[src/rtl/fifo_pkg.sv]
// rtl/fifo_pkg.sv - shared types and sizing helpers for the sync_fifo_ctrl family
package fifo_pkg;

  typedef enum logic {
    RD_STANDARD = 1'b0,
    RD_FWFT     = 1'b1
  } read_mode_e;

  localparam int DEFAULT_ADDR_WIDTH = 4;
  localparam int DEFAULT_DEPTH      = 1 << DEFAULT_ADDR_WIDTH;
  localparam int DEFAULT_COUNT_W    = DEFAULT_ADDR_WIDTH + 1;

  function automatic int clog2(input int value);
    int r;
    int v;
    r = 0;
    v = value - 1;
    while (v > 0) begin
      r = r + 1;
      v = v >> 1;
    end
    return r;
  endfunction

  function automatic int fifo_depth(input int addr_width);
    return 1 << addr_width;
  endfunction

  function automatic int count_width(input int addr_width);
    return addr_width + 1;
  endfunction

endpackage

[src/rtl/fifo_ptr_ctrl.sv]
// rtl/fifo_ptr_ctrl.sv - pointers, fill count, accept logic and level flags
// Sticky overflow/underflow registers exist only when FIFO_ERR_FLAGS_EN is defined.
module fifo_ptr_ctrl
  import fifo_pkg::*;
#(
  parameter int ADDR_WIDTH = 4,
  parameter int AF_THRESH  = (1 << ADDR_WIDTH) - 2,
  parameter int AE_THRESH  = 1
) (
  input  logic                  i_clk,
  input  logic                  i_rst,
  input  logic                  i_write_enable,
  input  logic                  i_read_enable,
  output logic                  o_push,
  output logic                  o_pop,
  output logic [ADDR_WIDTH-1:0] o_wr_addr,
  output logic [ADDR_WIDTH-1:0] o_rd_addr,
  output logic                  o_full,
  output logic                  o_empty,
  output logic                  o_almost_full,
  output logic                  o_almost_empty,
  output logic [ADDR_WIDTH:0]   o_count,
  output logic                  o_overflow,
  output logic                  o_underflow
);

  localparam int DEPTH = fifo_depth(ADDR_WIDTH);
  localparam int CW    = count_width(ADDR_WIDTH);
  localparam logic [CW-1:0] C_DEPTH = CW'(DEPTH);
  localparam logic [CW-1:0] C_AF    = CW'(AF_THRESH);
  localparam logic [CW-1:0] C_AE    = CW'(AE_THRESH);

  if (AE_THRESH >= AF_THRESH || AF_THRESH < 1 || AF_THRESH > DEPTH ||
      AE_THRESH < 0 || AE_THRESH > DEPTH - 1) begin : g_bad_thresh
    $error("fifo_ptr_ctrl: illegal AF_THRESH/AE_THRESH combination");
  end

  logic [CW-1:0] r_wr_ptr;
  logic [CW-1:0] r_rd_ptr;
  logic [CW-1:0] r_count;
  logic          w_push;
  logic          w_pop;

  // All flags come from the registered count, so they lag the causing edge by one cycle.
  assign o_full         = (r_count == C_DEPTH);
  assign o_empty        = (r_count == '0);
  assign o_almost_full  = (r_count >= C_AF);
  assign o_almost_empty = (r_count <= C_AE);
  assign o_count        = r_count;

  assign w_push    = i_write_enable && !o_full;
  assign w_pop     = i_read_enable && !o_empty;
  assign o_push    = w_push;
  assign o_pop     = w_pop;
  assign o_wr_addr = r_wr_ptr[ADDR_WIDTH-1:0];
  assign o_rd_addr = r_rd_ptr[ADDR_WIDTH-1:0];

  always_ff @(posedge i_clk or posedge i_rst) begin
    if (i_rst) begin
      r_wr_ptr <= '0;
      r_rd_ptr <= '0;
      r_count  <= '0;
    end else begin
      if (w_push) r_wr_ptr <= r_wr_ptr + 1'b1;
      if (w_pop)  r_rd_ptr <= r_rd_ptr + 1'b1;
      if (w_push && !w_pop)      r_count <= r_count + 1'b1;
      else if (w_pop && !w_push) r_count <= r_count - 1'b1;
    end
  end

`ifdef FIFO_ERR_FLAGS_EN
  logic r_overflow;
  logic r_underflow;

  always_ff @(posedge i_clk or posedge i_rst) begin
    if (i_rst) begin
      r_overflow  <= 1'b0;
      r_underflow <= 1'b0;
    end else begin
      if (i_write_enable && o_full) r_overflow  <= 1'b1;
      if (i_read_enable && o_empty) r_underflow <= 1'b1;
    end
  end

  assign o_overflow  = r_overflow;
  assign o_underflow = r_underflow;
`else
  assign o_overflow  = 1'b0;
  assign o_underflow = 1'b0;
`endif

endmodule

[src/rtl/sync_fifo_ctrl.sv]
// rtl/sync_fifo_ctrl.sv - single-clock FIFO with level flags, standard or FWFT read
// Optional sticky overflow/underflow flags are enabled by defining FIFO_ERR_FLAGS_EN.
module sync_fifo_ctrl
  import fifo_pkg::*;
#(
  parameter int DATA_WIDTH = 8,
  parameter int ADDR_WIDTH = 4,
  parameter int FWFT       = 0,
  parameter int AF_THRESH  = (1 << ADDR_WIDTH) - 2,
  parameter int AE_THRESH  = 1
) (
  input  logic                  clk,
  input  logic                  rst,
  input  logic                  write_enable,
  input  logic [DATA_WIDTH-1:0] write_data,
  input  logic                  read_enable,
  output logic [DATA_WIDTH-1:0] read_data,
  output logic                  full,
  output logic                  empty,
  output logic                  almost_full,
  output logic                  almost_empty,
  output logic [ADDR_WIDTH:0]   count,
  output logic                  overflow,
  output logic                  underflow
);

  localparam int DEPTH = fifo_depth(ADDR_WIDTH);

  logic                  w_push;
  logic                  w_pop;
  logic [ADDR_WIDTH-1:0] w_wr_addr;
  logic [ADDR_WIDTH-1:0] w_rd_addr;
  logic [DATA_WIDTH-1:0] r_mem [DEPTH];

  fifo_ptr_ctrl #(
    .ADDR_WIDTH (ADDR_WIDTH),
    .AF_THRESH  (AF_THRESH),
    .AE_THRESH  (AE_THRESH)
  ) u_ptr (
    .i_clk          (clk),
    .i_rst          (rst),
    .i_write_enable (write_enable),
    .i_read_enable  (read_enable),
    .o_push         (w_push),
    .o_pop          (w_pop),
    .o_wr_addr      (w_wr_addr),
    .o_rd_addr      (w_rd_addr),
    .o_full         (full),
    .o_empty        (empty),
    .o_almost_full  (almost_full),
    .o_almost_empty (almost_empty),
    .o_count        (count),
    .o_overflow     (overflow),
    .o_underflow    (underflow)
  );

  // Storage is deliberately not reset; reset only discards contents via the pointers.
  always_ff @(posedge clk) begin
    if (w_push) r_mem[w_wr_addr] <= write_data;
  end

  if (FWFT == int'(RD_FWFT)) begin : g_fwft
    assign read_data = r_mem[w_rd_addr];
  end else begin : g_std
    logic [DATA_WIDTH-1:0] r_read_data;

    always_ff @(posedge clk or posedge rst) begin
      if (rst)        r_read_data <= '0;
      else if (w_pop) r_read_data <= r_mem[w_rd_addr];
    end

    assign read_data = r_read_data;
  end

endmodule

[config.mk]
export PLATFORM = sky130hd
export DESIGN_NAME = sync_fifo_ctrl
export DESIGN_NICKNAME = d
export VERILOG_FILES = /design/src/rtl/fifo_pkg.sv /design/src/rtl/fifo_ptr_ctrl.sv /design/src/rtl/sync_fifo_ctrl.sv
export SDC_FILE = /design/constraint.sdc
export NUM_CORES = 1
export LEC_CHECK = 0
export ABC_AREA = 1
export CAP_MARGIN = 5
export CORE_ASPECT_RATIO = 1.4
export CORE_MARGIN = 1.5
export CORE_UTILIZATION = 45
export DETAILED_ROUTE_END_ITERATION = 16
export PLACE_DENSITY = 0.61
export SYNTH_ARGS = -nofsm -noshare
export SYNTH_HDL_FRONTEND = slang
export SYNTH_SLANG_ARGS = --single-unit
[constraint.sdc]
create_clock -name clk -period 2.9 [get_ports clk]
set_clock_uncertainty 0.2 [all_clocks]
set_input_delay 0.435 -clock clk [delete_from_list [all_inputs] [get_ports clk]]
set_output_delay 0.435 -clock clk [all_outputs]
set_load 0.01 [all_outputs]
==> results.cfg, run 1 <==
[cts]
clock_sinks = 149
h-tree-depth = 4
cts.path.max_buffers = 2
numCtsBuffers = 17
path_clk_slew_ns = 0.06
clk_latency_ns = 0.42
postCtsSetupBuffers = 0
root_buffer = clkbuf_16
ctsResizeCount = 0
cts_hold_buf = 0
cts_tree = done

[critical_path]
arrival_ns = 2.13
critPathCaptureType = output pin
path_cells = nor3_1 -> a21oi_1 -> nor3_1 -> clkdlybuf4s50_1
cp.required_ns = 2.27
crit_family = simple AND/OR/NAND/NOR gates
start_kind = flop
critPathBufInv = 1
max_stage_delay_ns = 0.58
cp_max_fo = 8
crit_type = flop to output pin
cp_slowest_cell = clkdlybuf4s50_1
crit_top_cell = nor3_1

[timing]
rsz0062_at_grt = no
finalCritPeriodShare = 0.953
slew_headroom = 0.405
worstMarginPinSlew_ns = 0.891
max_freq_mhz = 362
timing.final.hold_violations = 0
min_period_ns = 2.76
tns_ns = 0
timing.hold.ws_ns = 0.284
setup_viol = 0
slew_violations = 0

[run_status]
outcome = finished, final reports clean

[worst_hold_path]
min_path_type = flop to flop

[die]
rows = 52
start_util = 0.462
die_y_um = 147
die_x_um = 106
core_region_area_um2 = 14400
ios = 31
dieArea_um2 = 15600

[run]
maxCapViolations = 0

[synth]
async_flop_share = 0.141
synth_area_leaders = edfxtp_1 (58%), nand2_1 (12%), dfrtp_1 (7.9%)
synth_edf_count = 128
ys_ff_latch = 149
synth-seq-area-share = 0.655
netlist_area_um2 = 6670
synth_cell_types = 24
yosysMostFrequentCell = nand2_1
yosysTopAreaCellShare = 0.576
synth_cells = 664
avgSynthCellArea_um2 = 10.0
synth_commonest_cells = nand2_1 (209), edfxtp_1 (128), inv_1 (117)
ys_warn_count = 0
synth_flop_cell = edfxtp_1
yosys.area.top_type = edfxtp_1

[route]
top_layer = met4
vias = 4486
drc = 0
drt_wl_total_um = 15500
drtIter0Drc = 264
met1_length_um = 6160
dr.pass1.iters = 5
ant_nets = 0
wl_met3_um = 578
dr_wl_met2_um = 8330
drt-vias-per-instance = 4.96
wl_per_cell_um = 17.1

[cells_and_area]
drive_above_1_share = 0.0754
areaGrowthSynthToFinish_pct = 17.1
finalNetCount = 726
n_antenna_cell = 0
multiInputGateArea_um2 = 1670
fillers = 1263
fin_area_um2 = 7810
regArea_um2 = 4370

[global_route]
grt_max_degree = 67
antenna_found_initial = 0
grt_pass1_wl_um = 24600
grtUsageTotal = 0.214
grt_pass1_vias = 4495
overflow = 0

[pwr]
clock_power_share = 0.297
switching_power_mw = 2.80
peakVddDrop_v = 0.000613
pwr-share-comb = 0.332
p_per_area_nw_per_um2 = 1000
seqPwrFrac = 0.370
swShare = 0.358
p_int_mw = 5.01
p_leak_nw = 3.45

[placement]
place.gp.congestion = 0.932
io_buffers = 28
place_area_um2 = 7180
place_hpwl_um = 9890
-- cells by family (layout without fill, tap and decap cells) --
family,after synthesis,count (layout),synth area share
adder cells (fa/ha/maj),11,11,0.0206
XOR/XNOR,10,10,0.0131
other,1,2,0.000562
flip-flops,149,149,0.655
buffers and inverters,150,201,0.0944
AO/OA/AOI/OAI,9,9,0.00807
AND/OR/NAND/NOR,334,334,0.208
-- cell usage in the layout (no fill, tap or decap), drive strengths merged, types with 2 or more instances in the layout --
master,instances
buf,21
dfrtp,21
edfxtp,128
conb,2
ha,11
clkinvlp,4
clkbuf,18
clkinv,4
clkdlybuf4s50,28
bufinv,4
nand3,100
o21ai,4
a21oi,2
inv,122
nor2,21
nor3,2
nand2,209
xor2,9
nand4,2
-- worst min-delay path, delay by kind of cell (launching register included) --
family           cells  cell delay [ns]
DFF                  1             0.34
and+or+nand+nor      2             0.11
-- layer usage --
layer  vias up  global-route usage
li1       2193                   -
met1      2142               0.253
met2       122               0.384
met3        29              0.0328
met4         0              0.0966
met5         -                   0
-- cell type report --
cell class / instances / area share
flip-flops and latches: 149 / 0.560
clock inverters: 14 / 0.0255
well taps: 189 / 0.0303
inverters: 120 / 0.0577
clock buffers: 18 / 0.0550
multi-input cells: 366 / 0.214
repair buffers: 49 / 0.0577
-- flip-flops by register name, indices dropped and copies added (netlist names) --
name            count
u_ptr.o_count       5
r_mem             128
u_ptr.r_rd_ptr      4
u_ptr.r_wr_ptr      4
read_data           8
-- power by group through the flow --
stage	clock network, mW	registers, mW	logic, mW
floorplan	0	2.89	1.72
global route	2.45	2.93	2.90
CTS	2.36	2.89	2.62
global placement	0	2.92	2.56
finish	2.32	2.89	2.59
detailed placement	0	2.93	2.59
-- final timing paths --
| check | startpoint | endpoint | slack, ns | cells after the start |
|---|---|---|---|---|
| hold / removal | read_data[1] | read_data[1] | 0.28 | 2 |
| hold reg to reg | read_data[1] | read_data[1] | 0.28 | 2 |
| setup reg to reg | u_ptr.o_count[0] | u_ptr.o_count[4] | 0.40 | 12 |
| max in group asynchronous | rst | u_ptr.r_rd_ptr[0] | 1.59 | 2 |
| min in group asynchronous | rst | u_ptr.o_count[2] | 0.31 | 2 |
| setup / recovery | u_ptr.o_count[1] | almost_empty | 0.14 | 4 |
-- stage by stage --
step	std cells	worst slack, ns	utilization	power (mW)
2_1_floorplan	665	0.603	-	4.61
3_3_place_gp	873	0.485	0.497	5.48
3_5_place_dp	873	0.419	0.497	5.52
4_1_cts	905	0.166	0.541	7.86
5_1_grt	905	0.0549	0.541	8.27
6_report	905	0.135	0.541	7.81
Power figures use the tool's default switching activity.
==> run 2, diff against run 1 <==
--- a/config.mk
+++ b/config.mk
@@ -5,13 +5,13 @@
 export SDC_FILE = /design/constraint.sdc
 export NUM_CORES = 1
 export LEC_CHECK = 0
-export ABC_AREA = 1
 export CAP_MARGIN = 5
 export CORE_ASPECT_RATIO = 1.4
 export CORE_MARGIN = 1.5
 export CORE_UTILIZATION = 45
 export DETAILED_ROUTE_END_ITERATION = 16
-export PLACE_DENSITY = 0.61
+export GPL_ROUTABILITY_DRIVEN = 0
+export PLACE_DENSITY = 0.62
 export SYNTH_ARGS = -nofsm -noshare
 export SYNTH_HDL_FRONTEND = slang
 export SYNTH_SLANG_ARGS = --single-unit
==> run 2 against run 1 <==
  * Via count is 33% lower
  * Synthesized cell count decreased by 53%
  * Critical path depth up 1
  * Final area decreased by 6.3%
  * Die area down 8.0%
  * Global-route usage decreased by 3.3 points
  * Routed wire length decreased by 23%
  * Power shrank 6.8%
  * Clock power is 3% lower
  * Sequential share of layout area rose by 3.8 points
  * Combinational power decreased by 17%
  * Critical endpoint is now full
  * Largest cell class unchanged
==> results.cfg, run 2 <==
[synth]
synth_commonest_cells = edfxtp_1 (128), mux4_2 (25), dfrtp_1 (21)
synth-compound-area-share = 0.0225
ys_ff_latch = 149
ys_warn_count = 0
async_flop_share = 0.141
synth_flop_cell = edfxtp_1
synthXorXnorAreaFrac = 0.0157
synth_fa_ha_area_frac = 0.0225
synth-seq-area-share = 0.714
synth_cell_types = 35
synth_cells = 314
synth_mux_area_frac = 0.154
netlist_area_um2 = 6120
avgSynthCellArea_um2 = 19.5
yosys.area.top_type = edfxtp_1
yosysTopAreaCellShare = 0.628
synth_area_leaders = edfxtp_1 (63%), mux4_2 (9.2%), dfrtp_1 (8.6%)
synth_edf_count = 128
synth_top_family_by_area = multiplexers
yosysMostFrequentCell = edfxtp_1
yosys.area_share.simple = 0.0403

[cells_and_area]
finalNetCount = 390
fillers = 1059
multiInputGateArea_um2 = 1570
most-common-layout-cells = edfxtp_1 (128), clkdlybuf4s50_1 (27), mux4_2 (25)
areaGrowthSynthToFinish_pct = 19.6
regArea_um2 = 4370
drive_above_1_share = 0.221
largest_register_ffs = 128
utilization = 0.549
n_antenna_cell = 0
final_common_cell = edfxtp_1
regMostFlops = r_mem

[die]
die_x_um = 102
core_region_area_um2 = 13300
ios = 31
die_y_um = 141
start_util = 0.459
rows = 50
dieArea_um2 = 14300

[route]
vias = 3019
ant_nets = 0
wl_per_cell_um = 21.2
drtIter0Drc = 186
drc = 0
drt_wl_total_um = 11900
dr.pass1.iters = 4
drt-vias-per-instance = 5.37

[pwr]
swShare = 0.286
power_mw = 7.28
seqPwrFrac = 0.395
clock_power_share = 0.310
p_leak_nw = 2.61
switching_power_mw = 2.08
pwr-share-comb = 0.295
peakVddDrop_v = 0.000513
p_int_mw = 5.20
p_per_area_nw_per_um2 = 995

[timing]
slew_headroom = 0.396
tns_ns = 0
max_freq_mhz = 373
finalCritPeriodShare = 0.924
min_period_ns = 2.68
timing.final.hold_violations = 0
worstMarginPinSlew_ns = 0.905
slew_violations = 0
setup_viol = 0
rsz0062_at_grt = no

[critical_path]
arrival_ns = 2.04
reg2reg_to = u_ptr.o_count[3]
cp_slowest_cell = clkdlybuf4s50_1
start_kind = flop
max_stage_delay_ns = 0.58
reg2regPathDepth = 9
crit_family = buffers and inverters
critPathBufInv = 3
cp.required_ns = 2.27
crit_type = flop to output pin
worst-r2r-setup-slack_ns = 0.42
cp_max_fo = 5
r2r-start = u_ptr.o_count[1]
path_cells = inv_2 -> ha_1 -> nand4bb_1 -> inv_1 -> clkdlybuf4s50_1
critPathCaptureType = output pin

[cts]
clk_latency_ns = 0.41
clock_sinks = 149
path_clk_slew_ns = 0.06
h-tree-depth = 4
cts.path.max_buffers = 2
root_buffer = clkbuf_16
numCtsBuffers = 17
cts_hold_buf = 0
cts_tree = done

[run_status]
outcome = finished, final reports clean

[placement]
place_hpwl_um = 7900
io_buffers = 28

[global_route]
grt_pass1_wl_um = 18500
overflow = 0
grt_pass1_vias = 3282
grt_max_degree = 28
antenna_found_initial = 0
grtUsageTotal = 0.182

[run]
maxCapViolations = 0

[worst_hold_path]
min_from = u_ptr.r_rd_ptr[3]
min_path_type = flop to flop
whs_path_depth = 1
worstHoldEndpoint = u_ptr.r_rd_ptr[3]
## run 2: cell count changes after synthesis, moves of 7 or more
cell / delta
nand3_1: -97
mux2i_1: +17
mux4_1: +7
and2_1: +12
mux4_2: +25
nor2_1: -16
buf_2: -12
o221ai_1: +8
nand2_1: -205
inv_1: -103
## run 2: worst reg2reg max path, stage by stage, from the launching register on
cell,delay (ns)
dfrtp_2,0.44
inv_2,0.09
ha_1,0.16
nand4bb_1,0.19
nand2_1,0.20
inv_1,0.07
ha_1,0.26
or4_1,0.49
a21oi_1,0.18
xor2_1,0.15
## run 2: cell families (layout without fill, tap and decap cells)
kind of cell | after synthesis | count (layout)
AOI/OAI and AO/OA | 21 | 21
xor gates and xnor gates | 11 | 11
adders and majority gates | 11 | 11
buffers and inverters | 30 | 95
DFF | 149 | 149
muxes | 51 | 51
other | 1 | 2
and+or+nand+nor | 40 | 40
## run 2: power groups by stage
stage                     sequential [mW]  clock [mW]  combinational (mW)
final                                2.88        2.25                2.15
after global routing                 2.92        2.36                2.32
after CTS                            2.88        2.27                2.17
after detailed placement             2.93           0                2.13
after global placement               2.92           0                2.11
after floorplan                      2.89           0                1.45
## run 2: repair_timing
item	CTS	global route
setup buffers	1	2
gates resized for setup	4	1
endpoints found under the setup margin	1	1
endpoints found under the hold margin	0	0
## run 2: stage by stage
step	hold WS, ns	worst slack, ns	instance area, um^2	std cells
finish	0.312	0.220	7310	562
global route	0.350	0.0566	7310	562
CTS	0.316	0.000753	7300	560
detailed placement	0.305	0.297	6650	527
global placement	0.285	0.333	6650	527
floorplan	0.212	0.470	6120	315
## run 2: area by class of cell
class / instances / share of cell area
clock buffer: 24 / 0.0761
clock inverter: 8 / 0.0108
inverter: 15 / 0.00770
multi-input combinational: 136 / 0.214
sequential: 149 / 0.598
tap: 182 / 0.0311
timing repair buffer: 48 / 0.0626
## run 2: routing by layer
layer  vias up  track usage  wire length [um]
met1      1582        0.211              4650
met4         0       0.0585               115
met2        68        0.325              6750
met5         -            0                 0
li1       1361            -                 -
met3         8       0.0436               378
## run 2: worst max path at each step
| stage | start | to | slack [ns] | cells past startpoint |
|---|---|---|---|---|
| global route | u_ptr.o_count[1] | full | 0.06 | 5 |
| CTS | u_ptr.o_count[1] | empty | 0.0008 | 5 |
| finish | u_ptr.o_count[1] | full | 0.22 | 5 |
| global placement | u_ptr.o_count[0] | u_ptr.o_count[4] | 0.33 | 9 |
| floorplan | u_ptr.o_count[0] | u_ptr.o_count[3] | 0.47 | 8 |
| detailed placement | u_ptr.o_count[0] | u_ptr.o_count[3] | 0.30 | 9 |
==> run 3, diff against run 2 <==
--- a/config.mk
+++ b/config.mk
@@ -8,10 +8,10 @@
 export CAP_MARGIN = 5
 export CORE_ASPECT_RATIO = 1.4
 export CORE_MARGIN = 1.5
-export CORE_UTILIZATION = 45
+export CORE_UTILIZATION = 50
 export DETAILED_ROUTE_END_ITERATION = 16
 export GPL_ROUTABILITY_DRIVEN = 0
-export PLACE_DENSITY = 0.62
+export PLACE_DENSITY = 0.67
 export SYNTH_ARGS = -nofsm -noshare
 export SYNTH_HDL_FRONTEND = slang
 export SYNTH_SLANG_ARGS = --single-unit
==> run 3 against run 2 <==
  * Maximum frequency decreased by 2.4%
  * Clock power fell by 4%
  * Global-route usage is 2.1 points higher
  * Non-clock buffer count is 1 lower
  * Sequential share of layout area is 1.0 points higher
  * Worst hold slack got worse by 0.0074 ns
  * Critical path depth is the same
  * First-iteration DRC count down 9.1%
  * Register-to-register slack got worse by 0.09 ns
  * Worst setup slack got worse by 0.067 ns
  * Final area decreased by 1.7%
==> results.cfg, run 3 (synthesis gave the netlist of run 2 again) <==
[route]
drtIter0Drc = 169
ant_nets = 0
dr.pass1.iters = 4
drc = 0
drt-vias-per-instance = 5.79
wl_per_cell_um = 22.3
drt_wl_total_um = 11700
vias = 3045

[critical_path]
cp_max_fo = 8
max_stage_delay_ns = 0.56
path_cells = inv_2 -> ha_1 -> nand4bb_1 -> inv_1 -> clkdlybuf4s50_1
critPathBufInv = 3
critPathCaptureType = output pin
arrival_ns = 2.11
crit_type = flop to output pin
crit_family = buffers and inverters
cp_slowest_cell = clkdlybuf4s50_1
cp.required_ns = 2.27
start_kind = flop

[cells_and_area]
largest_register_ffs = 128
n_antenna_cell = 0
drive_above_1_share = 0.211
regMostFlops = r_mem
most-common-layout-cells = edfxtp_1 (128), clkdlybuf4s50_1 (27), mux4_2 (25)
final_common_cell = edfxtp_1
fin_area_um2 = 7190
utilization = 0.605
multiInputGateArea_um2 = 1570
fillers = 876
areaGrowthSynthToFinish_pct = 17.5
finalNetCount = 389
regArea_um2 = 4370

[timing]
setup_viol = 0
rsz0062_at_grt = no
timing.final.hold_violations = 0
slew_violations = 0
max_freq_mhz = 364
worst_slack_ns = 0.153
slew_headroom = 0.413
finalCritPeriodShare = 0.947
tns_ns = 0
min_period_ns = 2.75
worstMarginPinSlew_ns = 0.879

[pwr]
p_int_mw = 5.06
clock_power_share = 0.302
p_leak_nw = 2.54
peakVddDrop_v = 0.000525
seqPwrFrac = 0.409
switching_power_mw = 2.07
swShare = 0.290
p_per_area_nw_per_um2 = 992
pwr-share-comb = 0.288

[placement]
io_buffers = 28
pre_cts_ws_ns = 0.238
place_hpwl_um = 7780
place_area_um2 = 6600

[global_route]
grt_pass1_vias = 3244
grt_pass1_wl_um = 18200
grtUsageTotal = 0.202
antenna_found_initial = 0
overflow = 0
grt_max_degree = 22

[die]
start_util = 0.515
die_x_um = 96.5
rows = 47
die_y_um = 134
dieArea_um2 = 12900
core_region_area_um2 = 11900
ios = 31

[cts]
root_buffer = clkbuf_16
clock_sinks = 149
clk_latency_ns = 0.41
numCtsBuffers = 17
postCtsSetupBuffers = 0
cts_tree = done
path_clk_slew_ns = 0.06
h-tree-depth = 4
cts.path.max_buffers = 2

[run]
maxCapViolations = 0

[worst_hold_path]
min_path_type = input port to asynchronous set/reset pin

[run_status]
outcome = finished, final reports clean
run 3: cell types whose count changed in the layout (fill, tap and decap cells not counted), moves of 2 or more:
cell	change
bufinv_16	+2
clkinv_1	+3
clkbuf_8	-2
clkbuf_16	-4
buf_12	-2
clkinvlp_4	+2
run 3: per-layer routing:
metal  global-route usage  part of all wire  up-vias  routed length, um
met5                    0                 0        -                  0
met4               0.0853             0.020        0                239
li1                     -                 -     1357                  -
met1                0.254              0.41     1584               4770
met2                0.336              0.53       87               6220
met3               0.0431             0.044       17                514
run 3: power by group through the flow:
stage               combinational (mW)  sequential (mW)  clock (mW)
floorplan                         1.45             2.89           0
global placement                  2.05             2.94           0
detailed placement                2.08             2.95           0
CTS                               2.09             2.92        2.19
global route                      2.22             2.96        2.30
finish                            2.06             2.92        2.16
run 3: final cells by class:
| type | count | share of cell area |
|---|---|---|
| Inverter | 15 | 0.00818 |
| Sequential cell | 149 | 0.608 |
| Tap cell | 147 | 0.0256 |
| Clock buffer | 18 | 0.0597 |
| Clock inverter | 14 | 0.0224 |
| Multi-Input combinational cell | 136 | 0.218 |
| Timing Repair Buffer | 47 | 0.0586 |
run 3: final timing paths:
path | startpoint | to | slack [ns] | depth (start not counted)
max in group asynchronous | rst | u_ptr.o_count[1] | 1.60 | 2
min | rst | u_ptr.r_wr_ptr[1] | 0.30 | 2
min reg2reg | u_ptr.r_rd_ptr[3] | u_ptr.r_rd_ptr[3] | 0.32 | 1
min in group clk | u_ptr.r_rd_ptr[3] | u_ptr.r_rd_ptr[3] | 0.32 | 1
max reg2reg | u_ptr.o_count[1] | u_ptr.o_count[3] | 0.33 | 9
max | u_ptr.o_count[1] | full | 0.15 | 5
run 3: through the flow:
step                std cells  hold WS [ns]  power [mW]
floorplan                 315         0.212        4.34
global placement          494         0.288        4.99
detailed placement        494         0.292        5.03
CTS                       526         0.314        7.20
global route              526         0.333        7.47
finish                    526         0.304        7.13
run 3: worst reg2reg max path: stages (launching register included):
cell	delay, ns
dfrtp_2	0.46
inv_2	0.10
ha_1	0.16
nand4bb_1	0.21
nand2_1	0.20
inv_1	0.06
ha_1	0.27
or4_1	0.48
a21oi_1	0.18
xor2_1	0.17
run 3: timing repair:
item / 4_1_cts / 5_1_grt
setup endpoints to repair: 1 / 0
resized for setup: 6 / 0
hold buffers: 0 / 0
